[src/rtl/gol_pkg.sv]
// Shared types and constants for the Game-of-Life generation controller.
package gol_pkg;

    localparam int DEF_ROWS = 8;
    localparam int DEF_COLS = 8;

    typedef enum logic [1:0] {
        ST_LOAD  = 2'd0,
        ST_PAUSE = 2'd1,
        ST_RUN   = 2'd2
    } gol_state_e;

    function automatic int idx_w(input int rows, input int cols);
        return ((rows * cols) > 1) ? $clog2(rows * cols) : 1;
    endfunction

endpackage

[src/rtl/gol_tick_div.sv]
// Generation-rate divider: counts 0..TICK_DIV-1 while enabled and flags the wrap.
module gol_tick_div #(
    parameter int unsigned TICK_DIV = 25_000_000
) (
    input  logic i_clk,
    input  logic i_rst_n,
    input  logic i_clr,
    input  logic i_en,
    output logic o_wrap
);

    localparam logic [31:0] LAST = 32'(TICK_DIV - 32'd1);

    logic [31:0] r_cnt;

    // Divider counter; clear wins over enable so it sits at zero outside RUN.
    always_ff @(posedge i_clk) begin
        if (!i_rst_n) begin
            r_cnt <= 32'd0;
        end else if (i_clr) begin
            r_cnt <= 32'd0;
        end else if (i_en) begin
            if (r_cnt == LAST) begin
                r_cnt <= 32'd0;
            end else begin
                r_cnt <= r_cnt + 32'd1;
            end
        end else begin
            r_cnt <= r_cnt;
        end
    end

    assign o_wrap = i_en & ~i_clr & (r_cnt == LAST);

endmodule

[src/rtl/gol_gen_ctrl.sv]
// Seed loader and generation-tick sequencer for the Game-of-Life cell array.
module gol_gen_ctrl
    import gol_pkg::*;
#(
    parameter int          ROWS     = DEF_ROWS,
    parameter int          COLS     = DEF_COLS,
    parameter int unsigned TICK_DIV = 25_000_000,
    parameter int          GEN_W    = 16
) (
    input  logic                   i_clk,
    input  logic                   i_rst_n,
    input  logic                   i_load_valid,
    input  logic                   i_load_bit,
    output logic                   o_load_ready,
    input  logic                   i_run,
    input  logic                   i_step,
    input  logic                   i_reload,
    output logic [ROWS*COLS-1:0]   o_initial_state,
    output logic                   o_cell_rst_n,
    output logic                   o_gen_tick,
    output logic [GEN_W-1:0]       o_gen_count,
    output logic                   o_running
);

    localparam int                N_CELLS  = ROWS * COLS;
    localparam int                IDX_W    = idx_w(ROWS, COLS);
    localparam logic [IDX_W-1:0]  LAST_IDX = IDX_W'(N_CELLS - 1);

    gol_state_e            r_state;
    logic [IDX_W-1:0]      r_idx;
    logic [N_CELLS-1:0]    r_initial_state;
    logic                  r_load_ready;
    logic                  r_cell_rst_n;
    logic                  r_gen_tick;
    logic [GEN_W-1:0]      r_gen_count;
    logic                  r_running;
    logic                  r_step_q;
    logic                  w_step_rise;
    logic                  w_wrap;
    logic                  w_div_clr;
    logic                  w_div_en;

    assign w_step_rise = i_step & ~r_step_q;
    assign w_div_en    = (r_state == ST_RUN);
    assign w_div_clr   = (r_state != ST_RUN) | i_reload;

    gol_tick_div #(
        .TICK_DIV (TICK_DIV)
    ) u_tick_div (
        .i_clk   (i_clk),
        .i_rst_n (i_rst_n),
        .i_clr   (w_div_clr),
        .i_en    (w_div_en),
        .o_wrap  (w_wrap)
    );

    // Controller FSM; reload pre-empts any transition or pending tick in the same cycle.
    always_ff @(posedge i_clk) begin
        if (!i_rst_n) begin
            r_state         <= ST_LOAD;
            r_idx           <= '0;
            r_initial_state <= '0;
            r_load_ready    <= 1'b1;
            r_cell_rst_n    <= 1'b0;
            r_gen_tick      <= 1'b0;
            r_gen_count     <= '0;
            r_running       <= 1'b0;
            r_step_q        <= 1'b0;
        end else begin
            r_step_q   <= i_step;
            r_gen_tick <= 1'b0;
            if (i_reload) begin
                r_state      <= ST_LOAD;
                r_idx        <= '0;
                r_load_ready <= 1'b1;
                r_cell_rst_n <= 1'b0;
                r_gen_count  <= '0;
                r_running    <= 1'b0;
            end else begin
                case (r_state)
                    ST_LOAD: begin
                        if (i_load_valid && r_load_ready) begin
                            r_initial_state[r_idx] <= i_load_bit;
                            if (r_idx == LAST_IDX) begin
                                r_idx        <= '0;
                                r_state      <= ST_PAUSE;
                                r_load_ready <= 1'b0;
                                r_cell_rst_n <= 1'b1;
                            end else begin
                                r_idx <= r_idx + IDX_W'(1);
                            end
                        end
                    end
                    ST_PAUSE: begin
                        if (i_run) begin
                            r_state   <= ST_RUN;
                            r_running <= 1'b1;
                        end else if (w_step_rise) begin
                            r_gen_tick  <= 1'b1;
                            r_gen_count <= r_gen_count + GEN_W'(1);
                        end
                    end
                    ST_RUN: begin
                        if (!i_run) begin
                            r_state   <= ST_PAUSE;
                            r_running <= 1'b0;
                        end else if (w_wrap) begin
                            r_gen_tick  <= 1'b1;
                            r_gen_count <= r_gen_count + GEN_W'(1);
                        end
                    end
                    default: begin
                        r_state      <= ST_LOAD;
                        r_idx        <= '0;
                        r_load_ready <= 1'b1;
                        r_cell_rst_n <= 1'b0;
                        r_gen_count  <= '0;
                        r_running    <= 1'b0;
                    end
                endcase
            end
        end
    end

    assign o_load_ready    = r_load_ready;
    assign o_initial_state = r_initial_state;
    assign o_cell_rst_n    = r_cell_rst_n;
    assign o_gen_tick      = r_gen_tick;
    assign o_gen_count     = r_gen_count;
    assign o_running       = r_running;

endmodule

[config.mk]
export PLATFORM = sky130hd
export DESIGN_NAME = gol_gen_ctrl
export DESIGN_NICKNAME = d
export VERILOG_FILES = /design/src/rtl/gol_pkg.sv /design/src/rtl/gol_tick_div.sv /design/src/rtl/gol_gen_ctrl.sv
export SDC_FILE = /design/constraint.sdc
export NUM_CORES = 1
export LEC_CHECK = 0
export CORE_UTILIZATION = 50
export DETAILED_ROUTE_END_ITERATION = 10
export PLACE_DENSITY = 0.75
export SYNTH_ARGS = -nofsm -noshare
export SYNTH_HDL_FRONTEND = slang
export SYNTH_SLANG_ARGS = --single-unit
[constraint.sdc]
create_clock -name i_clk -period 3 [get_ports i_clk]
set_input_delay 0.3 -clock i_clk [delete_from_list [all_inputs] [get_ports i_clk]]
set_output_delay 0.3 -clock i_clk [all_outputs]
set_load 0.02 [all_outputs]
==> impl_metrics.yaml, run 1 <==
outcome:
  status: "finished, final reports clean"
synth:
  yosys.area.top_type: "dfxtp_1"
  syn-num-nets: 768
  avgSynthCellArea_um2: 7.78
  async_flop_share_pct: 0
  syn_inst: 755
  yosys-top-cells-area: "dfxtp_1, nand2_1, a21boi_0"
  ys_types: 47
  yosysSeqAreaShare_pct: 42.6
  synth_area_um2: 5870
  synth-edff-count: 0
  yosysWarningCount: 0
  synth_top_cell_area_share_pct: 42.6
  synth-seq-cells: 125
  synthFlopType: "dfxtp_1"
critical_path:
  start_kind: "flip-flop"
  r2r_cells: 5
  crit_type: "reg2reg"
  worst-endpoint-arrival_ps: 3100
  ff2ff_setup_slack_ps: 250
  r2r_start: "u_tick_div.r_cnt[8]"
  r2r-end: "o_gen_count[14]"
  required_ps: 3350
  crit_fanout: 13
  cp-end-kind: "flip-flop"
clock_tree:
  cts_sinks: 125
  cts_buffers: 17
  clk_pin_slew_worst_paths_ps: 60
  holdBufCountCts: 0
  cts_setup_buffers: 0
  insertion_delay_ps: 420
  tritoncts: "done"
  cts_resized: 0
  htree_levels: 4
  cts-root-buf: "clkbuf_16"
  clock_path_buffers: 2
sta:
  fmax_mhz: 364
  final-setup-viol-count: 0
  finClkSkew_ps: 13.7
  period_share_pct: 91.7
  whs_ps: 458
  layout_min_cycle_time_ps: 2750
  setup_ws_ps: 249
  hold_viol: 0
  slew_violations: 0
  worst_pin_slew_ps: 1100
  slew_headroom_pct: 26.6
  fin_tns_setup_ps: 0
  rsz0062_at_grt: "false"
route:
  viasPerCell: 5.77
  drc: 0
  avgRoutedWirePerCell_um: 15.2
  vias: 5682
  ant_nets: 0
  drtPass1Iterations: 5
  routed_wl_um: 15000
  dr.first_iter.drc_count: 496
final_layout:
  n_antenna_cell: 0
  multi_input_area_um2: 3140
  fin_nets: 843
  drive_gt1_share_pct: 6.29
  register_area_um2: 2500
  final_area_um2: 7480
  fill_cells: 980
  area_delta_synth_final_pct: 27.3
  final_common_cell: "nand2_1"
  layout_common_cells: "nand2_1, dfxtp_1, clkdlybuf4s50_1"
pwr:
  ir_drop_uv: 317
  power_leakage_nw: 2.27
  p_per_area_nw_per_um2: 505
global_route:
  grt_remaining_overflow: 0
  grt_pass1_wl_um: 25100
  gr-usage-all-layers_pct: 26.4
  grt_pass1_vias: 5249
  grt_start_max_net_pins: 66
  antenna_found_initial: 0
placement:
  gp_congestion: 0.885
  port_buffers: 90
  dpl_worst_slack_ps: 329
  hpwlAfterDp_um: 9990
  placed_area_um2: 6890
worst_hold_path:
  min_to: "u_tick_div.r_cnt[0]"
  hold_start: "u_tick_div.r_cnt[0]"
  hold_depth: 1
  hold_class: "reg2reg"
floorplan:
  die_h_um: 110
  core_area_um2: 11400
  initial_core_util_pct: 51.4
  io_pins: 91
  rows: 39
  fp.dieW_um: 110
  die-area_um2: 12200
run:
  maxCapViolCount: 0
## cell usage after synthesis (5+ instances only)
library cell  instances
ha_1                  6
dfxtp_1             125
o21ai_0              48
inv_1                13
nor2_1               83
o211ai_1              5
a21oi_1              18
and4_1                5
nand3_1              58
xor2_1                5
and3_1                6
a32o_1                8
nor4_1               10
nand4_1              11
a21boi_0             64
nor3_1               25
or3_1                 7
clkbuf_1             42
or4_1                 7
xnor2_1              25
nand2_1             139
## metrics by stage
stage / instances / util (%) / power, mW
finish: 985 / 65.5 / 3.78
global placement: 954 / 60.3 / 1.78
floorplan: 755 / - / 1.76
CTS: 985 / 65.5 / 3.80
detailed placement: 954 / 60.3 / 1.78
global route: 985 / 65.5 / 3.91
## per-layer routing
metal  track usage, %  vias to the layer above  wire length, um
li1                 -                     2767                -
met1             34.8                     2682             6730
met2             41.7                      207             7090
met3             6.00                       26              924
met4             11.0                        0              238
met5                0                        -                0
## worst max path at each step
stage / from / to / slack, ps / cells after the start
final: u_tick_div.r_cnt[8] / o_gen_count[14] / 250 / 5
after global routing: r_state[1] / o_initial_state[58] / 120 / 7
after CTS: u_tick_div.r_cnt[8] / o_gen_count[14] / 290 / 5
after detailed placement: u_tick_div.r_cnt[8] / o_gen_count[14] / 330 / 5
after global placement: u_tick_div.r_cnt[8] / o_gen_count[14] / 360 / 5
after floorplan: u_tick_div.r_cnt[8] / o_gen_count[13] / 570 / 5
## cells by family after synthesis
logic type / share of synthesized area (%)
xor gates and xnor gates: 4.47
DFF: 42.6
AOI/OAI and AO/OA: 17.9
buffers and inverters: 4.18
and+or+nand+nor: 29.0
adders and majority gates: 1.28
muxes: 0.511
## power by group
part | internal (mW) | leakage, nW | total [mW] | switching (mW)
clock | 1.32 | 0.289 | 2.03 | 0.708
combinational | 0.0296 | 0.973 | 0.0812 | 0.0516
sequential | 1.66 | 1.01 | 1.67 | 0.00288
## final cells by class
type                    count  share of cell area [%]
clock buffers              25                    6.76
well taps                 143                    2.39
clock inverters             6                    1.10
flip-flops and latches    125                    33.5
repair buffers            105                    13.5
inverters                  15                   0.753
multi-input cells         566                    42.0
## sequential cells by signal, summed over array words and instances (netlist names)
signal            count
o_cell_rst_n          1
o_gen_count          16
o_gen_tick            1
o_initial_state      64
o_load_ready          1
o_running             1
r_idx                 6
r_state               2
r_step_q              1
u_tick_div.r_cnt     32
## worst max-delay path: stages (launching register included)
cell	delay, ps
dfxtp_1	340
or4_1	530
or4_4	450
o41a_1	620
or4_1	580
a21oi_1	160
No activity file was read; power rests on OpenSTA's default activity.
==> run 2, diff against run 1 <==
Settings changed: CTS_CLUSTER_DIAMETER set to 120.
==> results of run 2 <==
The final DEF is identical to that of run 1; final timing and power are the same.
